## src/rtl/speech_sequencer.sv

```systemverilog
// speech_sequencer
//   Plays one phrase per start request. The phrase lives in the shared
//   phrase memory at a 32-byte-aligned base address. Bytes are fetched one
//   at a time over a req/gnt/valid port and streamed to the character output
//   stage over a valid/ready handshake. A 0x00 byte terminates the phrase
//   early. Each phrase is followed by a cooldown. A memory read that never
//   returns data aborts the phrase with an error pulse.
//
// Ports
//   clk          system clock
//   nrst         asynchronous active-low reset
//   start        speak the phrase at phrase_addr (sampled only when idle)
//   phrase_addr  phrase base address, bits [4:0] ignored
//   mem_req      memory access request
//   mem_addr     byte address {base, idx}, valid while mem_req=1
//   mem_gnt      arbiter grant (one cycle, only while mem_req=1)
//   mem_valid    read data valid (one cycle)
//   mem_data     read data, qualified by mem_valid
//   char_data    phrase byte for the output stage
//   char_valid   char_data valid
//   char_ready   output stage accepts when char_valid & char_ready
//   busy         high whenever the sequencer is not idle
//   done         one-cycle pulse at normal phrase end
//   error        one-cycle pulse on timeout abort
module speech_sequencer #(
    parameter int unsigned COOLDOWN_CYCLES = 32'd64,
    parameter int unsigned TIMEOUT_CYCLES  = 32'd255
) (
    input  logic        clk,
    input  logic        nrst,
    input  logic        start,
    input  logic [15:0] phrase_addr,
    output logic        mem_req,
    output logic [15:0] mem_addr,
    input  logic        mem_gnt,
    input  logic        mem_valid,
    input  logic [7:0]  mem_data,
    output logic [7:0]  char_data,
    output logic        char_valid,
    input  logic        char_ready,
    output logic        busy,
    output logic        done,
    output logic        error
);

    // Counter widths carry one spare bit so the "one" constants below can be
    // built by replication for every legal parameter value.
    localparam int unsigned TMR_W  = $clog2(TIMEOUT_CYCLES + 32'd1) + 32'd1;
    localparam int unsigned COOL_B = $clog2(COOLDOWN_CYCLES + 32'd1);
    localparam int unsigned COOL_W = ((COOL_B < 32'd1) ? 32'd1 : COOL_B) + 32'd1;

    localparam logic [TMR_W-1:0]  TMR_ONE   = {{(TMR_W-1){1'b0}}, 1'b1};
    localparam logic [COOL_W-1:0] COOL_ONE  = {{(COOL_W-1){1'b0}}, 1'b1};
    // Abort happens in the WAIT cycle whose timer value is TIMEOUT_CYCLES-1,
    // i.e. after exactly TIMEOUT_CYCLES wait cycles without data.
    localparam logic [TMR_W-1:0]  TMR_LAST  = TMR_W'(TIMEOUT_CYCLES - 32'd1);
    localparam logic [COOL_W-1:0] COOL_LAST =
        COOL_W'((COOLDOWN_CYCLES > 32'd0) ? (COOLDOWN_CYCLES - 32'd1) : 32'd0);

    typedef enum logic [2:0] {
        ST_IDLE = 3'd0,
        ST_REQ  = 3'd1,
        ST_WAIT = 3'd2,
        ST_EMIT = 3'd3,
        ST_END  = 3'd4,
        ST_COOL = 3'd5
    } state_t;

    // Folds the ignored low address bits so they are consumed deliberately.
    function automatic logic parity5(input logic [4:0] v);
        return ^v;
    endfunction

    state_t              state_r;
    logic [10:0]         base_r;
    logic [4:0]          idx_r;
    logic [TMR_W-1:0]    timer_r;
    logic [COOL_W-1:0]   cool_cnt_r;
    logic                mem_req_r;
    logic [7:0]          char_data_r;
    logic                char_valid_r;
    logic                busy_r;
    logic                done_r;
    logic                error_r;
    logic                unused_addr_bits_s;

    assign unused_addr_bits_s = parity5(phrase_addr[4:0]);

    assign mem_req    = mem_req_r;
    assign mem_addr   = {base_r, idx_r};
    assign char_data  = char_data_r;
    assign char_valid = char_valid_r;
    assign busy       = busy_r;
    assign done       = done_r;
    assign error      = error_r;

    // Phrase sequencing FSM with all outputs registered.
    always_ff @(posedge clk or negedge nrst) begin
        if (!nrst) begin
            state_r      <= ST_IDLE;
            base_r       <= 11'd0;
            idx_r        <= 5'd0;
            timer_r      <= '0;
            cool_cnt_r   <= '0;
            mem_req_r    <= 1'b0;
            char_data_r  <= 8'h00;
            char_valid_r <= 1'b0;
            busy_r       <= 1'b0;
            done_r       <= 1'b0;
            error_r      <= 1'b0;
        end else begin
            // done and error are single-cycle pulses.
            done_r  <= 1'b0;
            error_r <= 1'b0;
            case (state_r)
                ST_IDLE: begin
                    if (start) begin
                        base_r    <= phrase_addr[15:5];
                        idx_r     <= 5'd0;
                        mem_req_r <= 1'b1;
                        busy_r    <= 1'b1;
                        state_r   <= ST_REQ;
                    end
                end
                ST_REQ: begin
                    // Grant wait is unbounded: the arbiter may serve others.
                    if (mem_gnt) begin
                        mem_req_r <= 1'b0;
                        timer_r   <= '0;
                        state_r   <= ST_WAIT;
                    end
                end
                ST_WAIT: begin
                    // Data arriving in the timeout cycle still wins.
                    if (mem_valid) begin
                        if (mem_data == 8'h00) begin
                            done_r  <= 1'b1;
                            state_r <= ST_END;
                        end else begin
                            char_data_r  <= mem_data;
                            char_valid_r <= 1'b1;
                            state_r      <= ST_EMIT;
                        end
                    end else if (timer_r == TMR_LAST) begin
                        error_r <= 1'b1;
                        if (COOLDOWN_CYCLES == 32'd0) begin
                            busy_r  <= 1'b0;
                            state_r <= ST_IDLE;
                        end else begin
                            cool_cnt_r <= '0;
                            state_r    <= ST_COOL;
                        end
                    end else begin
                        timer_r <= timer_r + TMR_ONE;
                    end
                end
                ST_EMIT: begin
                    if (char_ready) begin
                        char_valid_r <= 1'b0;
                        // Byte 31 is the last slot; idx never wraps.
                        if (idx_r == 5'd31) begin
                            done_r  <= 1'b1;
                            state_r <= ST_END;
                        end else begin
                            idx_r     <= idx_r + 5'd1;
                            mem_req_r <= 1'b1;
                            state_r   <= ST_REQ;
                        end
                    end
                end
                ST_END: begin
                    if (COOLDOWN_CYCLES == 32'd0) begin
                        busy_r  <= 1'b0;
                        state_r <= ST_IDLE;
                    end else begin
                        cool_cnt_r <= '0;
                        state_r    <= ST_COOL;
                    end
                end
                ST_COOL: begin
                    if (cool_cnt_r == COOL_LAST) begin
                        busy_r  <= 1'b0;
                        state_r <= ST_IDLE;
                    end else begin
                        cool_cnt_r <= cool_cnt_r + COOL_ONE;
                    end
                end
                default: begin
                    mem_req_r    <= 1'b0;
                    char_valid_r <= 1'b0;
                    busy_r       <= 1'b0;
                    state_r      <= ST_IDLE;
                end
            endcase
        end
    end

endmodule

```

## config.mk

```make
export PLATFORM = sky130hd
export DESIGN_NAME = speech_sequencer
export DESIGN_NICKNAME = d
export VERILOG_FILES = /design/src/rtl/speech_sequencer.sv
export SDC_FILE = /design/constraint.sdc
export NUM_CORES = 1
export LEC_CHECK = 0
export ABC_AREA = 1
export CELL_PAD_IN_SITES_DETAIL_PLACEMENT = 2
export CELL_PAD_IN_SITES_GLOBAL_PLACEMENT = 2
export CORE_ASPECT_RATIO = 0.5
export CORE_MARGIN = 1.5
export CORE_UTILIZATION = 26
export DETAILED_ROUTE_END_ITERATION = 10
export PLACE_DENSITY = 0.77
export SKIP_CTS_REPAIR_TIMING = 1
export SLEW_MARGIN = 5
export SYNTH_ARGS = -nofsm -noshare
export SYNTH_HDL_FRONTEND = slang
export SYNTH_SLANG_ARGS = --single-unit
```

## constraint.sdc

```tcl
create_clock -name clk -period 1.5 [get_ports clk]
set_clock_uncertainty 0.1 [all_clocks]
set_input_delay 0.15 -clock clk [delete_from_list [all_inputs] [get_ports clk]]
set_output_delay 0.15 -clock clk [all_outputs]
set_load 0.02 [all_outputs]
```

==> impl_metrics.yaml, run 1 <==
die:
  die_w_um: 145
  core_area_um2: 9630
  ios: 59
  die-area_um2: 10700
  rows: 25
  die_h_um: 74.0
  start_util_pct: 27.2
setup_path:
  cp_slowest_stage_delay_ns: 0.40
  critPathArrivalTime_ns: 1.92
  startpoint_type: "flop"
  end_kind: "flop"
  critical_path_class: "flop to flop"
  crit_fanout: 3
  crit_chain: "ha_4, nand2_2, nor2_2, ha_2, nand4_1, nand2_1, inv_2, nand3_2, nand3_2, nand2_1"
  r2r_cells: 10
  r2r_end: "state_r[2]"
  r2r_start: "idx_r[0]"
  crit_slowest_cell: "dfrtp_2"
  critical_path_required_ns: 1.63
  rrSetupSlack_ns: -0.30
synthesis:
  yosys_warnings: 0
  syn-instance-count: 321
  synth_cell_types: 28
  synth-seq-cells: 49
  synthFlopType: "dfrtp_1"
  async_flop_share_pct: 100
  synth_nets: 356
  synth_area_per_cell_um2: 8.17
  syn_area_um2: 2620
  seq_area_frac_synth_pct: 46.8
  synth-edff-count: 0
placed_design:
  dpl_cell_area_um2: 3700
  portBuffers: 53
  dpl.cell_count: 553
  globalplace.congestion: 0.757
  dp_hpwl_um: 7060
layout:
  drive_above_1_share_pct: 44.2
  area_growth_pct: 76.0
  antenna_cells: 0
  stdcell_area_um2: 4610
  seq_area_um2: 1230
  final_cells: 583
  fin_nets: 482
  multi_input_area_um2: 1630
  fill_cells: 1051
global_route:
  met1_usage_pct: 22.7
  grt_pass1_wl_um: 16100
  grt_pass1_vias: 3011
  grt_remaining_overflow: 0
  grt_util_met2_pct: 37.9
  antenna_found_initial: 0
  grt_max_degree: 35
  grt.busiest_layer: "met2"
  track_usage_pct: 19.2
  met3_usage_pct: 2.82
sta:
  drv_slew: 0
  fmax_ghz: 0.557
  relSlewSlack_pct: 70.8
  fin_crit_ns: 1.80
  fin_hold_ws_ns: 0.241
  fin_ws_ns: -0.296
  setup_viol: 49
  worst_pin_slew_ns: 0.437
  period_share_pct: 120
  rsz0062_at_grt: "yes"
  hold_viol: 0
power:
  netSwitchingFraction_pct: 22.6
  switchingPower_mw: 0.661
  finalPower_mw: 2.93
  leakage_nw: 2.64
  peakVddDrop_mv: 0.555
  p_int_mw: 2.27
  pwr-share-comb_pct: 6.8
  seqPwrFrac_pct: 45.9
  p_clk_share_pct: 47.3
  power_density_nw_per_um2: 635
route:
  wl_per_cell_um: 24.6
  routed_via_density: 4.84
  vias: 2819
  first_pass_iters: 4
  drc: 0
  totalWireLength_um: 14400
  drt_iter0_markers: 180
  ant_nets: 0
cts:
  clock_path_buffers: 2
  clock_latency_ns: 0.30
  cts_root_buf: "clkbuf_16"
  clk_pin_slew_ns: 0.07
  clock_sinks: 49
  cts_tree: "done"
  cts_max_level: 2
  cts_buffers: 5
status:
  violations: "setup timing"
  status: "finished, violations left"
hold_path:
  hold_path_class: "input pin to asynchronous set/reset pin"
flow_run:
  maxCapViolations: 0
-- cells in the final DEF, fill, tap and decap left out, types with 2 or more instances in the layout --
master           netlist  layout
nand2_1              103      69
buf_4                  0      54
dfrtp_1               49      44
inv_1                 36      29
dlymetal6s2s_1         0      28
nand2_2                4      25
clkdlybuf4s50_1        0      24
nand3_1               28      20
nand2_4                2      13
o21ai_2                1      12
nor2_2                 5      11
nor2_1                27      11
nor2_4                 1      11
mux2_4                 9       9
clkbuf_16              0       8
nand3_2                0       7
buf_6                  3       7
inv_2                  2       6
xor2_1                 6       6
o21ai_1                5       6
nand4_1                5       5
dfrtp_2                0       5
buf_12                 0       4
inv_4                  2       3
nand2_8                0       3
ha_2                   0       3
nand3_4                1       2
or2_2                  2       2
a21oi_1                4       2
mux2_2                 2       2
ha_4                   0       2
-- power groups by stage --
stage	Clock [mW]	Sequential [mW]	Combinational (mW)
floorplan	0	1.38	0.0204
global placement	0	1.36	0.168
detailed placement	0	1.37	0.176
CTS	1.38	1.34	0.179
global route	1.46	1.34	0.214
finish	1.38	1.34	0.199
-- per-stage QoR --
stage	util, %	setup WS, ns	TNS, ns
after global routing	47.9	-0.353	-9.65
after CTS	40.2	-0.288	-9.90
after global placement	38.4	-0.129	-1.60
final	47.9	-0.296	-6.75
after floorplan	-	-0.0696	-0.221
after detailed placement	38.4	-0.237	-7.23
-- worst max path at each step --
stage,from,endpoint,slack [ns],cells after the start
finish,idx_r[0],state_r[2],-0.30,10
global route,idx_r[0],idx_r[1],-0.35,11
global placement,cool_cnt_r[0],state_r[0],-0.13,8
CTS,idx_r[1],idx_r[0],-0.29,9
detailed placement,state_r[2],state_r[2],-0.24,7
floorplan,idx_r[1],idx_r[1],-0.07,11
-- cells in the mapped netlist, types with 3 or more instances --
cell type,n,area share (%)
inv_1,36,5.2
nand4_1,5,1.2
nand2_2,4,0.95
mux2_4,9,5.2
ha_1,5,2.4
o21ai_0,13,2.5
nand3_1,28,5.3
o21ai_1,5,0.95
dfrtp_1,49,47
nor2_2,5,1.2
a21oi_1,4,0.76
nand2_1,103,15
buf_6,3,1.3
nor2_1,27,3.9
xor2_1,6,2.0
-- critical path, delay by kind of cell (launching register included) --
kind          cells  cell delay, ns
simple gates      7            0.78
buf+inv           1            0.04
flops             1            0.40
fa+ha+maj         2            0.39
-- metal layers --
layer / up-vias / wire length (µm)
li1: 1264 / -
met1: 1472 / 6350
met2: 54 / 7290
met3: 29 / 361
met4: 0 / 363
met5: - / 0
-- sequential cells by signal, indices dropped and copies added (netlist names) --
| register | flops |
|---|---|
| base_r | 11 |
| timer_r | 9 |
| char_data | 8 |
| cool_cnt_r | 8 |
| idx_r | 5 |
| state_r | 3 |
| busy | 1 |
| char_valid | 1 |
| done | 1 |
| error | 1 |
| mem_req | 1 |
-- layout make-up --
class                   count  share of cell area [%]
clock inverters             1                   0.651
clock buffers               7                    3.09
flip-flops and latches     49                    26.7
well taps                 135                    3.66
repair buffers            122                    27.0
multi-input cells         229                    35.3
inverters                  40                    3.63
-- cells by family after synthesis --
family | synth area share (%)
simple gates | 30.4
fa+ha+maj | 2.39
flops | 46.8
compound gates | 5.06
mux | 6.01
buf+inv | 7.39
xor+xnor | 2.00
Power figures use the tool's default switching activity.
==> run 2: changes to the inputs <==
CORE_ASPECT_RATIO = not set   (was 0.5)
CTS_CLUSTER_SIZE = 12   (was not set)
SLEW_MARGIN = 25   (was 5)
==> impl_metrics.yaml, run 2 (synthesis results as in run 1) <==
placed_design:
  pre_cts_slack_ns: -0.218
  dpl_cell_area_um2: 3770
  globalplace.congestion: 0.771
  dpl.cell_count: 560
  portBuffers: 53
  dp_hpwl_um: 6450
global_route:
  grt_remaining_overflow: 0
  grt_pass1_wl_um: 14400
  grt_pass1_vias: 2997
  antenna_found_initial: 0
  grt_max_degree: 38
  track_usage_pct: 17.5
power:
  seqPwrFrac_pct: 54.2
  pwr-share-comb_pct: 8.1
  p_clk_share_pct: 37.7
  finalPower_mw: 2.48
  switchingPower_mw: 0.632
  power_density_nw_per_um2: 529
  netSwitchingFraction_pct: 25.5
  p_int_mw: 1.85
  leakage_nw: 2.67
  peakVddDrop_mv: 0.372
setup_path:
  startpoint_type: "flop"
  end_kind: "flop"
  critical_path_required_ns: 1.66
  critPathTopFamily: "simple AND/OR/NAND/NOR gates"
  crit_top_cell: "nand2_2"
  critical_path_class: "flop to flop"
  crit_fanout: 5
  path_buf_inv: 2
  crit_chain: "buf_4, nand2_2, nor2_4, buf_4, nand2_2, o21ai_2, nand2_2, nor2_2, nand2_1, nand2_1"
  critPathArrivalTime_ns: 1.97
  crit_slowest_cell: "dfrtp_2"
  cp_slowest_stage_delay_ns: 0.46
sta:
  period_share_pct: 121
  rsz0062_at_grt: "yes"
  fin_ws_ns: -0.311
  hold_viol: 0
  drv_slew: 0
  worst_pin_slew_ns: 0.377
  relSlewSlack_pct: 74.9
  tns_ns: -6.08
  setup_viol: 48
  fin_hold_ws_ns: 0.170
  fmax_ghz: 0.552
  fin_crit_ns: 1.81
cts:
  cts_root_buf: "clkbuf_8"
  cts_buffers: 5
  clock_latency_ns: 0.33
  clock_path_buffers: 2
  clk_pin_slew_ns: 0.10
  clock_sinks: 49
  cts_max_level: 2
  cts_tree: "done"
route:
  wl_per_cell_um: 22.3
  drt_iter0_markers: 43
  drc: 0
  vias: 2775
  ant_nets: 0
  routed_via_density: 4.74
  totalWireLength_um: 13000
  first_pass_iters: 4
die:
  start_util_pct: 26.8
  die_w_um: 103
  die_h_um: 103
  ios: 59
  die-area_um2: 10700
  core_area_um2: 9770
  rows: 36
layout:
  regMostFlops: "base_r"
  fill_cells: 1030
  largest_register_ffs: 11
  final_util_pct: 48.0
  final_cell_mix: "nand2_1, buf_4, dfrtp_1"
  reg.largest.list: "base_r (11), timer_r (9)"
  fin_nets: 487
  stdcell_area_um2: 4690
  drive_above_1_share_pct: 46.6
  area_growth_pct: 79.0
  final_common_cell: "nand2_1"
  final_cells: 586
  antenna_cells: 0
status:
  violations: "setup timing"
  status: "finished, violations left"
flow_run:
  maxCapViolations: 0
hold_path:
  hold_path_class: "input pin to asynchronous set/reset pin"
==> run 2: routing by layer <==
layer	track usage [%]	part of all wire, %	routed length, µm	vias to the layer above
li1	-	-	-	1277
met1	19.5	40	5160	1406
met3	3.36	2.4	315	31
met4	5.30	2.9	373	0
met2	33.4	55	7200	61
met5	0	0	0	-
==> run 2: power by group through the flow <==
| stage | combinational, mW | sequential [mW] | clock (mW) |
|---|---|---|---|
| global placement | 0.170 | 1.37 | 0 |
| detailed placement | 0.176 | 1.37 | 0 |
| global route | 0.215 | 1.35 | 1.01 |
| finish | 0.202 | 1.35 | 0.936 |
| CTS | 0.176 | 1.34 | 0.949 |
| floorplan | 0.0204 | 1.38 | 0 |
==> run 2: cell type report <==
cell class | count | area [µm²] | share of cell area [%]
Timing Repair Buffer | 127 | 1320 | 28.1
Clock inverter | 1 | 5.00 | 0.107
Inverter | 40 | 173 | 3.68
Multi-Input combinational cell | 229 | 1700 | 36.3
Sequential cell | 49 | 1230 | 26.2
Clock buffer | 7 | 96.3 | 2.05
Tap cell | 133 | 166 | 3.55
==> run 2: final timing paths <==
kind                             startpoint       endpoint  slack, ns  depth (start not counted)
worst max-delay path             state_r[0]       idx_r[4]      -0.31                         10
worst min-delay path                   nrst  cool_cnt_r[4]       0.17                          2
worst max register to register   state_r[0]       idx_r[4]      -0.31                         10
worst min register to register         busy           busy       0.41                          2
max in group asynchronous              nrst       idx_r[1]       0.56                          3
min in group clk                mem_data[2]   char_data[2]       0.33                          3
==> run 2: worst reg2reg max path: stages (launching register included) <==
cell and delay (ns):
dfrtp_2 0.46, buf_4 0.16, nand2_2 0.07, nor2_4 0.17, buf_4 0.15, nand2_2 0.05, o21ai_2 0.06, nand2_2 0.14
nor2_2 0.18, nand2_1 0.11, nand2_1 0.09
